--- config.mk ---
export PLATFORM = sky130hd
export DESIGN_NAME = fetch_queue
export DESIGN_NICKNAME = d
export VERILOG_FILES = /design/src/rtl/fetch_queue.sv
export SDC_FILE = /design/constraint.sdc
export NUM_CORES = 1
export LEC_CHECK = 0
export BUFFER_PORTS_ARGS = -buffer_cell sky130_fd_sc_hd__buf_2
export CELL_PAD_IN_SITES_DETAIL_PLACEMENT = 1
export CELL_PAD_IN_SITES_GLOBAL_PLACEMENT = 2
export CORE_MARGIN = 5
export CORE_UTILIZATION = 47
export CTS_CLUSTER_DIAMETER = 200
export CTS_CLUSTER_SIZE = 20
export DETAILED_ROUTE_END_ITERATION = 6
export GPL_ROUTABILITY_DRIVEN = 1
export PLACE_DENSITY_LB_ADDON = 0.1
export SLEW_MARGIN = 20
export SYNTH_ARGS = -nofsm -noshare
export SYNTH_HDL_FRONTEND = slang
export SYNTH_SLANG_ARGS = --single-unit
--- constraint.sdc ---
create_clock -name clk -period 6.89 [get_ports clk]
set_input_delay 0.3445 -clock clk [delete_from_list [all_inputs] [get_ports clk]]
set_output_delay 0.3445 -clock clk [all_outputs]
set_load 0.03 [all_outputs]
--- src/rtl/fetch_queue.sv ---
`default_nettype none
// ============================================================================
// Module      : fetch_queue
// Description : Circular first-word-fall-through instruction queue between
//               instruction fetch and decode. Each entry holds an
//               instruction word and its fetch address plus one.
//
// Ports
//   clk               : single clock, all state updates on the rising edge
//   rst               : synchronous active-high reset
//   if_valid          : fetch side offers a word this cycle
//   if_instr[15:0]    : offered instruction word
//   if_pc[15:0]       : address the offered word was fetched from
//   if_ready          : queue accepts a word this cycle (not full)
//   flow_change_ID_EX : taken branch/jump, flushes the queue
//   stall_IM_ID       : decode stalled, head entry held
//   instr_IM_ID[15:0] : head instruction (NOP_INSTR when empty)
//   pc_IM_ID[15:0]    : head entry's fetch address + 1 (0 when empty)
//   id_valid          : head entry is valid
//   count             : number of valid entries
//
// Revision    : 1.0 - initial release
// ============================================================================
module fetch_queue #(
    parameter int          DEPTH     = 4,
    parameter logic [15:0] NOP_INSTR = 16'h0000
) (
    input  logic                     clk,
    input  logic                     rst,
    input  logic                     if_valid,
    input  logic [15:0]              if_instr,
    input  logic [15:0]              if_pc,
    output logic                     if_ready,
    input  logic                     flow_change_ID_EX,
    input  logic                     stall_IM_ID,
    output logic [15:0]              instr_IM_ID,
    output logic [15:0]              pc_IM_ID,
    output logic                     id_valid,
    output logic [$clog2(DEPTH):0]   count
);

    localparam int c_AW = $clog2(DEPTH);
    localparam int c_CW = c_AW + 1;
    localparam logic [c_CW-1:0] c_FULL = c_CW'(DEPTH);

    // Storage carries no reset; validity is tracked solely by r_count.
    logic [15:0]      r_instr_mem [DEPTH];
    logic [15:0]      r_pc_mem    [DEPTH];

    logic [c_AW-1:0]  r_rd_ptr;
    logic [c_AW-1:0]  r_wr_ptr;
    logic [c_CW-1:0]  r_count;

    logic             w_push;
    logic             w_pop;
    logic [15:0]      w_pc_inc;

    // if_ready looks only at registered occupancy so that the fetch side
    // never sees a combinational path from the decode stall.
    assign if_ready = (r_count != c_FULL);
    assign id_valid = (r_count != '0);
    assign count    = r_count;

    // A flush discards whatever push or pop would otherwise happen.
    assign w_push   = if_valid && if_ready && !flow_change_ID_EX;
    assign w_pop    = id_valid && !stall_IM_ID && !flow_change_ID_EX;

    // 16-bit modulo increment: 16'hFFFF wraps to 16'h0000.
    assign w_pc_inc = if_pc + 16'd1;

    // Head is masked when empty so stale storage is never visible.
    assign instr_IM_ID = id_valid ? r_instr_mem[r_rd_ptr] : NOP_INSTR;
    assign pc_IM_ID    = id_valid ? r_pc_mem[r_rd_ptr]    : 16'h0000;

    always_ff @(posedge clk) begin
        if (w_push) begin
            r_instr_mem[r_wr_ptr] <= if_instr;
            r_pc_mem[r_wr_ptr]    <= w_pc_inc;
        end
    end

    always_ff @(posedge clk) begin
        if (rst) begin
            r_rd_ptr <= '0;
            r_wr_ptr <= '0;
            r_count  <= '0;
        end else if (flow_change_ID_EX) begin
            r_rd_ptr <= '0;
            r_wr_ptr <= '0;
            r_count  <= '0;
        end else begin
            // Pointers are exactly c_AW bits wide, so wrap is implicit.
            if (w_push) begin
                r_wr_ptr <= r_wr_ptr + 1'b1;
            end
            if (w_pop) begin
                r_rd_ptr <= r_rd_ptr + 1'b1;
            end
            case ({w_push, w_pop})
                2'b10:   r_count <= r_count + 1'b1;
                2'b01:   r_count <= r_count - 1'b1;
                default: r_count <= r_count;
            endcase
        end
    end

endmodule
`default_nettype wire

== Word level (Yosys, flattened, before mapping) ==
Memory sizes are Yosys's and may differ from the RTL's. A register that Yosys moved wholly into a read port is not among the register bits.
Index checks and enable logic that the tools add are counted.
Widths: inputs -> output; s select.
Cells by class
  reductions and logical operators: 9
  eq/ne operators: 3
  mux-type cells: 9
  $add $sub $neg: 5
Operators by type and width (number)
  $mux 16: 2
  $add 16x1->16 const B: 1
  $mux 2: 4
  $pmux 3 s2: 1
  $add 2x1->2 const B: 2
  $logic_and 1x1->1: 4
  $add 3x1->3 const B: 1
  $ne 3x3->1 const B: 1
  $reduce_bool 3->1: 1
  $sub 3x1->3 const B: 1
  $eq 2x1->1 const B: 1
  $eq 2x2->1 const B: 1
  $logic_not 1->1: 2
  $mux 1: 2
  $reduce_bool 2->1: 1
  $reduce_or 2->1: 1
Storage, ports and cells
  bits in registers: 7
  memories kept: 2
  output and inout bits: 37
  memory bits (writable): 128
  input port bits: 37
Memory list
  r_instr_mem: depth 4, width 16, read ports 1, clocked after Yosys merged registers in 1, write ports 1, RTL line 47  | logic [15:0] r_instr_mem [DEPTH];
  r_pc_mem: depth 4, width 16, read ports 1, clocked after Yosys merged registers in 1, write ports 1, RTL line 48  | logic [15:0] r_pc_mem [DEPTH];

== Depth between registers and ports, before layout ==
Gate-level depths: netlist of the first run.
  depth after elaboration: 5
  depth in mapped cells: 10
  mapped depth without buffers: 10

== Least setup slack after synthesis of the first run ==
No wires, ideal clock.
  path kind: register to register
  start: register r_count[2] (netlist: count[2])
  end: register r_count[2] (netlist: count[2])
  cell stages (with the launch flop): 11
  path slack: 4.389 ns
  data arrival time: 2.431 ns
  cell sequence: dfxtp_1 -> or3b_4 -> nand2_2 -> nor2_1 -> inv_1 -> ha_1 -> inv_1 -> fa_1 -> xor2_1 -> or3_1 -> a21oi_1
Between the ends
  word-level cells in the longest chain between the ends: 5
  elaborated cells between the ends (all ways): 12
  classes of those cells: add/sub (2); eq/ne (3); mux (1); reduce/logical (6)
RTL lines
  from (decl): RTL line 52  | logic [c_CW-1:0] r_count;
  from (signal assigned): RTL line 100  | 2'b10: r_count <= r_count + 1'b1;
  from (signal assigned): RTL line 101  | 2'b01: r_count <= r_count - 1'b1;
  from (signal assigned): RTL line 102  | default: r_count <= r_count;
  $ne 3x3->1 (*): RTL line 60  | assign if_ready = (r_count != c_FULL);
  via if_ready: RTL line 33  | output logic if_ready,
  $logic_and 1x1->1 (*) (2 in series): RTL line 65  | assign w_push = if_valid && if_ready && !flow_change_ID_EX;
  $eq 2x1->1 / $eq 2x2->1 (equally long branches): RTL line 99  | case ({w_push, w_pop})
  $pmux 3 s2 / $reduce_bool 2->1 (equally long branches)
Mark *: on every way through the listed nets, which the timed path passes. The rest lies on a longest branch.
A chain may end at the register's enable or synchronous reset.

==> results.yml, run 1 <==
run_status:
  status: "finished, final reports clean"
layout:
  final_util_pct: 56.2
  area_growth_pct: 16.9
  multiInputGateArea_um2: 1630
  area.sequential_um2: 4030
  nNetsFinal: 421
  final_area_um2: 6780
  layout-drive-gt1-share_pct: 42.1
  nFillCells: 1104
  diodes: 0
  final_cells: 558
synth:
  ys_seq_elements: 137
  syn_area_um2: 5800
  yosysSeqAreaShare_pct: 69.4
  netlist.area_leader.share_pct: 66.3
  synth_cells: 293
  syn_nets: 337
  synth.distinct_cells: 34
  synth.avg_cell_area_um2: 19.8
  synth_area_leaders: "edfxtp_1 (66%), mux4_2 (12%), nor2b_4 (5.5%)"
  synth_area_leader_cell: "edfxtp_1"
  yosys_warnings: 0
place:
  place.gp.congestion: 0.657
  dpl.hpwl_um: 6540
  dp_cells: 526
  port_buffers: 73
  dpl_cell_area_um2: 6280
  dp_slack_ps: 4510
clocking:
  cts_buffer_depth: 2
  post_cts_buffers: 0
  cts_resized: 0
  path_clk_slew_ps: 50
  htreeDepth: 4
  clock-sinks: 137
  root_buffer: "clkbuf_16"
  ctsHoldBuffers: 0
  clock_latency_ps: 410
  cts_tree: "built"
  cts_inserted_buffers: 17
sta:
  max_slew.worst_pin.slew_ps: 923
  finalCritPeriodShare_pct: 40.1
  setup_ws_ps: 4130
  relSlewSlack_pct: 38.5
  period_needed_ps: 2760
  finalClockSkew_ps: 5.66
  rsz0062_at_grt: "false"
  setup_violations: 0
  slew_viol_final: 0
  fmax_mhz: 362
  finalSetupTns_ps: 0
  hold_violations: 0
pwr:
  powerDensity_nw_per_um2: 264
  leakagePower_nw: 2.38
  vdd_drop_max_uv: 130
critical_path:
  worstSetupPathType: "flop to primary output"
  critPathArrivalTime_ps: 2420
  rrSetupSlack_ps: 4520
  endpoint_kind: "primary output"
  required_ps: 6550
  crit_fanout: 21
  crit_path_end: "instr_IM_ID[2]"
  rr_endpoint: "count[2]"
  reg2reg_depth: 10
  startpoint_type: "flop"
  rr_startpoint: "count[2]"
drt:
  ant_nets: 0
  totalWireLength_um: 10600
  wl_per_cell_um: 19.0
  routed_via_density: 5.10
  drcViolationCount: 0
  first_iter_violations: 202
  drt-pass1-iter-count: 4
  vias: 2844
grt:
  grt_pass1_vias: 3162
  grt_pass1_wl_um: 17100
  overflow: 0
  antenna_found_initial: 0
  grt_max_degree: 37
  grt_use_total_pct: 16.0
floorplanning:
  dieArea_um2: 14700
  fp-row-count: 40
  die_h_um: 121
  start_util_pct: 48.1
  ios: 74
  die_x_um: 121
  coreArea_um2: 12100
job:
  cap_violations: 0
worst_hold_path:
  hold_class: "input pin to flop"
==> layout make-up <==
type	count	share of cell area, %
multi-input cells	136	24.0
repair buffers	76	5.72
clock inverters	13	0.923
flip-flops and latches	137	59.4
inverters	9	0.498
clock buffers	19	6.38
well taps	168	3.10
==> placed cells by master (no fill, tap or decap), drive strengths merged <==
cell type,netlist,final
clkinv,0,11
a21oi,5,5
nor3,3,3
dfxtp,9,9
nor3b,1,1
nand2,6,6
nand4,2,2
nor2b,32,32
ha,6,6
and2,4,4
nor2,9,9
clkbuf,1,19
nand3,7,7
buf,10,76
or3b,1,1
and4,1,1
nor4,1,1
and3,2,2
mux4,32,32
inv,9,9
edfxtp,128,128
or3,2,2
xor2,8,8
or2,1,1
xnor2,10,10
fa,1,1
clkinvlp,0,2
o21ai,2,2
==> metrics by stage <==
step	power (mW)	hold WS [ps]
6_report	1.79	153
5_1_grt	1.86	131
4_1_cts	1.81	136
3_5_place_dp	1.05	506
3_3_place_gp	1.05	495
2_1_floorplan	1.01	443
==> power by group <==
part / internal [mW] / switching [mW]
combinational: 0.0398 / 0.0598
clock: 0.447 / 0.311
sequential: 0.927 / 0.00438
total: 1.41 / 0.375
==> worst min path at each step <==
stage	startpoint	end	slack, ps	cells past startpoint
finish	if_instr[3]	r_instr_mem[2][3]	150	1
global route	if_instr[7]	r_instr_mem[0][7]	130	1
CTS	if_instr[14]	r_instr_mem[2][14]	140	1
detailed placement	r_wr_ptr[1]	r_wr_ptr[1]	510	2
global placement	r_wr_ptr[1]	r_wr_ptr[1]	490	2
floorplan	if_instr[0]	r_instr_mem[0][0]	440	0
==> state kept, by name, summed over array words and instances, names as in the netlist, named ones only <==
name         count
r_wr_ptr         2
r_pc_mem        64
r_instr_mem     64
count            3
r_rd_ptr         2
==> Yosys cell counts <==
master and instances:
a21oi_1 5, and2_1 4, and3_1 2, and4_1 1, buf_12 3, buf_2 3, buf_4 1, buf_6 3
clkbuf_1 1, dfxtp_1 9, edfxtp_1 128, fa_1 1, ha_1 6, inv_1 9, mux4_1 2, mux4_2 30
nand2_1 5, nand2_2 1, nand3_1 6, nand3_2 1, nand4_1 2, nor2_1 9, nor2b_1 9, nor2b_4 23
nor3_1 2, nor3_4 1, nor3b_1 1, nor4_2 1, o21ai_0 2, or2_2 1, or3_1 2, or3b_4 1
xnor2_1 10, xor2_1 8
==> worst max-delay path, stage by stage, from the launching register on <==
cell     delay [ps]
dfxtp_2         600
buf_4           480
mux4_2          580
nor2b_4         140
buf_2           200
==> cell families after synthesis <==
logic type | synth area share, %
compound gates | 0.604
xor+xnor | 2.72
fa+ha+maj | 1.64
buf+inv | 2.65
flops | 69.4
mux | 12.6
simple gates | 10.5
==> layer usage <==
metal	part of all wire [%]	GRT usage (%)	routed length, µm
met1	42	20.2	4500
met2	52	25.9	5460
met3	5.0	5.50	527
met4	0.93	5.31	98
met5	0	0	0
(Power assumes the default switching activity.)
==> inputs of run 2 (changes only) <==
--- a/config.mk
+++ b/config.mk
@@ -9,7 +9,7 @@
 export CELL_PAD_IN_SITES_DETAIL_PLACEMENT = 1
 export CELL_PAD_IN_SITES_GLOBAL_PLACEMENT = 2
 export CORE_MARGIN = 5
-export CORE_UTILIZATION = 47
+export CORE_UTILIZATION = 44
 export CTS_CLUSTER_DIAMETER = 200
 export CTS_CLUSTER_SIZE = 20
 export DETAILED_ROUTE_END_ITERATION = 6
==> constraint.sdc (replaced) <==
create_clock -name clk -period 2.8 [get_ports clk]
set_input_delay 0.14 -clock clk [delete_from_list [all_inputs] [get_ports clk]]
set_output_delay 0.14 -clock clk [all_outputs]
set_load 0.03 [all_outputs]
==> run 2 against run 1 <==
Net effect:
- total power rose to 2.8 times the previous value
- sequential share of layout area decreased by 3.1 points
- non-clock buffer count rose by 24
- clock skew is 1.6 ps higher
- sequential power increased by 150%
- register-to-register slack worse by 4200 ps
- die area rose by 6.2%
- core utilization is 1.5 points lower
- flip-flop and latch count did not move
- setup slack worse by 3800 ps
- design area increased by 5.6%
- highest routed layer unchanged
==> results.yml, run 2 (synthesized netlist as in run 1, its figures left out) <==
clocking:
  cts_resized: 0
  path_clk_slew_ps: 60
  cts_inserted_buffers: 17
  root_buffer: "clkbuf_16"
  clock_latency_ps: 410
  htreeDepth: 4
  clock-sinks: 137
  cts_buffer_depth: 2
  cts_tree: "built"
worst_hold_path:
  hold_depth: 3
  hold_class: "input pin to flop"
  hold_start: "if_valid"
drt:
  routed_via_density: 4.94
  vias: 2913
  drt-pass1-iter-count: 4
  first_iter_violations: 92
  wl_per_cell_um: 19.1
  drt-met1-wl_um: 4980
  totalWireLength_um: 11300
  drcViolationCount: 0
  ant_nets: 0
  wl_met2_um: 5730
  dr.max_layer_used: "met4"
  routed-wl-met3_um: 425
critical_path:
  critPathArrivalTime_ps: 2790
  reg2reg_depth: 10
  crit_fanout: 5
  rr_startpoint: "count[2]"
  required_ps: 3140
  worstSetupStartpoint: "count[2]"
  startpoint_type: "flop"
  rrSetupSlack_ps: 360
  worstSetupPathType: "flop to flop"
  endpoint_kind: "flop"
sta:
  period_needed_ps: 2440
  max_slew.worst_pin.slew_ps: 859
  slew_viol_final: 0
  setup_ws_ps: 355
  finalSetupTns_ps: 0
  finalCritPeriodShare_pct: 87.3
  fmax_mhz: 409
  finalClockSkew_ps: 7.30
  hold_violations: 0
  setup_violations: 0
  rsz0062_at_grt: "false"
  relSlewSlack_pct: 42.8
floorplanning:
  die_h_um: 125
  fp-row-count: 42
  coreArea_um2: 13100
  start_util_pct: 44.3
  die_x_um: 125
  dieArea_um2: 15600
  ios: 74
place:
  dpl_cell_area_um2: 6370
  dpl.hpwl_um: 7180
  dp_slack_ps: 394
  dp_cells: 542
  place.gp.congestion: 0.716
  port_buffers: 73
job:
  cap_violations: 0
grt:
  antenna_found_initial: 0
  grt_pass1_wl_um: 17900
  overflow: 0
  grt_max_degree: 37
  grt_use_total_pct: 15.3
  grt_pass1_vias: 3252
layout:
  layout-drive-gt1-share_pct: 43.0
  area_growth_pct: 23.4
  nNetsFinal: 445
  final_common_cell: "edfxtp_1"
  layout_common_cells: "edfxtp_1 (128), buf_2 (73), mux4_2 (30), nor2b_4 (23), clkbuf_16 (17)"
  final_cells: 590
  diodes: 0
  final_area_um2: 7160
  nFillCells: 1199
pwr:
  fin_total_pwr_mw: 4.92
  powerDensity_nw_per_um2: 687
  vdd_drop_max_uv: 347
  leakagePower_nw: 2.55
run_status:
  status: "finished, final reports clean"
[run 2: changes by cell type in the layout (fill, tap and decap cells not counted), sizes merged]
cell,delta
buf,+8
bufinv,+5
clkbuf,-2
clkinv,-5
clkinvlp,+2
dlygate4sd3,+16
[run 2: metal layers]
layer,vias up,track usage (%)
met1,1485,18.7
met2,59,25.9
met3,14,4.29
met5,-,0
li1,1355,-
met4,0,5.74
[run 2: power breakdown]
part	internal, mW	leakage, nW	switching, mW
combinational	0.117	1.01	0.156
sequential	2.28	1.24	0.00929
clock	1.56	0.297	0.796
[run 2: per-stage QoR]
step	hold WS, ps	util [%]
CTS	6.53	54.7
finish	21.1	54.7
global placement	355	48.7
global route	3.51	54.7
floorplan	239	-
detailed placement	363	48.7
[run 2: repair_timing]
item | 4_1_cts | 5_1_grt
endpoints found under the setup margin | 0 | 0
hold endpoints to repair | 64 | 0
setup buffers | 0 | 0
hold buffers | 16 | 0
[run 2: worst paths after layout]
kind,end
min reg2reg,r_wr_ptr[1]
max reg2reg,count[2]
min,r_wr_ptr[1]
max,count[2]
[run 2: worst max-delay path, stage by stage (launching register included)]
cell	delay, ps
dfxtp_1	420
or3b_4	430
nand2_2	110
nor2_1	90
inv_1	70
ha_1	200
inv_1	70
fa_1	380
xor2_1	160
or3_1	310
a21oi_1	140
[run 2: area by class of cell]
cell class	count	area (µm²)	area share [%]
clock inverter	15	206	2.88
sequential	137	4030	56.2
inverter	9	33.8	0.472
tap	176	220	3.08
multi-input combinational	136	1630	22.7
timing repair buffer	100	621	8.67
clock buffer	17	425	5.94
==> inputs of run 3 (changes only) <==
--- a/config.mk
+++ b/config.mk
@@ -15,6 +15,7 @@
 export DETAILED_ROUTE_END_ITERATION = 6
 export GPL_ROUTABILITY_DRIVEN = 1
 export PLACE_DENSITY_LB_ADDON = 0.1
+export RECOVER_POWER = 100
 export SLEW_MARGIN = 20
 export SYNTH_ARGS = -nofsm -noshare
 export SYNTH_HDL_FRONTEND = slang
==> run 3 against run 2 <==
Net effect:
- register-to-register slack worse by 60 ps
- non-clock buffer count is the same
- wire length decreased by 0.26%
- critical path depth decreased by 5
- highest routed layer unchanged
- critical path type unchanged
- maximum frequency fell by 2.4%
- clock-buffer cell count unchanged
==> results.yml, run 3 (synthesized netlist as in run 1, its figures left out) <==
layout:
  layout-drive-gt1-share_pct: 27.8
  area_growth_pct: 21.5
  layout_common_cells: "edfxtp_1 (128), clkbuf_1 (55), mux4_2 (30), nor2b_4 (23), buf_2 (19)"
  final_util_pct: 53.8
  final_common_cell: "edfxtp_1"
  diodes: 0
  nNetsFinal: 445
sta:
  fmax_mhz: 399
  rsz0062_at_grt: "false"
  setup_ws_ps: 295
  finalCritPeriodShare_pct: 89.5
  period_needed_ps: 2500
  slew_viol_final: 0
  finalClockSkew_ps: 8.13
  max_slew.worst_pin.slew_ps: 998
  hold_violations: 0
  relSlewSlack_pct: 33.5
  finalSetupTns_ps: 0
  setup_violations: 0
floorplanning:
  die_x_um: 125
  die_h_um: 125
  ios: 74
  coreArea_um2: 13100
  dieArea_um2: 15600
  fp-row-count: 42
  start_util_pct: 44.3
pwr:
  power.share.clock_pct: 48.0
  fin_total_pwr_mw: 4.91
  seq_power_share_pct: 46.7
  switching_share_pct: 19.5
  powerDensity_nw_per_um2: 696
  intPower_mw: 3.95
  leakagePower_nw: 2.33
  power.switching_uw: 956
  vdd_drop_max_uv: 356
  p_comb_share_pct: 5.3
critical_path:
  critPathArrivalTime_ps: 2590
  startpoint_type: "flop"
  critPathSlowestCell: "and2_1"
  required_ps: 2880
  slowest_delay_ps: 770
  crit_fanout: 16
  worstSetupStartpoint: "count[0]"
  worstSetupPathType: "flop to flop"
  endpoint_kind: "flop"
  rr_startpoint: "count[0]"
  worstPathCellList: "or3b_1 -> nand2_1 -> nor2_1 -> and2_1 -> clkbuf_2"
drt:
  drt-pass1-iter-count: 4
  totalWireLength_um: 11300
  ant_nets: 0
  routed_via_density: 4.93
  drcViolationCount: 0
  wl_per_cell_um: 19.1
  first_iter_violations: 116
  vias: 2907
place:
  port_buffers: 73
  dpl.hpwl_um: 7180
  dp_slack_ps: 394
  place.gp.congestion: 0.716
clocking:
  cts_tree: "built"
  path_clk_slew_ps: 60
  post_cts_buffers: 0
  ctsHoldBuffers: 16
  htreeDepth: 4
  cts_resized: 0
  clock-sinks: 137
  root_buffer: "clkbuf_16"
  cts_buffer_depth: 2
  clock_latency_ps: 410
  cts_inserted_buffers: 17
run_status:
  status: "finished, final reports clean"
grt:
  grt_use_total_pct: 15.3
  grt_pass1_wl_um: 17900
  grt_pass1_vias: 3252
  antenna_found_initial: 0
  grt_max_degree: 37
  overflow: 0
worst_hold_path:
  hold_start: "if_valid"
  hold_class: "input pin to flop"
job:
  cap_violations: 0
run 3: cell types whose count changed in the layout (fill, tap and decap cells not counted), sizes merged:
cell,before,now
clkbuf,17,77
buf,84,24
run 3: layout make-up:
class	count	area (µm²)
clock inverter	15	206
tap	176	220
timing repair buffer	100	537
multi-input combinational	136	1600
sequential	137	4030
inverter	9	33.8
clock buffer	17	425
fill	1238	6040
run 3: critical path, delay by kind of cell, from the launching register on:
kind	cells	cell delay (ps)
buffers and inverters	1	420
flip-flops	1	410
AND/OR/NAND/NOR	4	1340
run 3: worst paths after layout:
check        depth (start not counted)  slack, ps              end
max                                  5        300  r_pc_mem[3][13]
min                                  3         20      r_wr_ptr[1]
max reg2reg                          5        300  r_pc_mem[3][13]
min reg2reg                          2        500      r_wr_ptr[1]
run 3: power groups by stage:
stage	logic, mW	registers (mW)	clock network [mW]
after floorplan	0.163	2.33	0
final	0.262	2.29	2.35
after CTS	0.278	2.29	2.41
after global routing	0.284	2.29	2.51
after detailed placement	0.259	2.33	0
after global placement	0.254	2.33	0
run 3: through the flow:
| stage | hold slack [ps] | std cells | cell area (µm²) |
|---|---|---|---|
| floorplan | 239 | 293 | 5800 |
| global placement | 355 | 542 | 6370 |
| detailed placement | 363 | 542 | 6370 |
| CTS | 6.53 | 590 | 7160 |
| global route | -3.79 | 590 | 7050 |
| finish | 21.3 | 590 | 7050 |
run 3: routing by layer:
layer  routed length (µm)  global-route usage, %  vias to the layer above
met5                    0                      0                        -
met4                  143                   5.74                        0
met3                  386                   4.29                       14
met2                 5750                   25.9                       56
met1                 4970                   18.7                     1484
li1                     -                      -                     1353
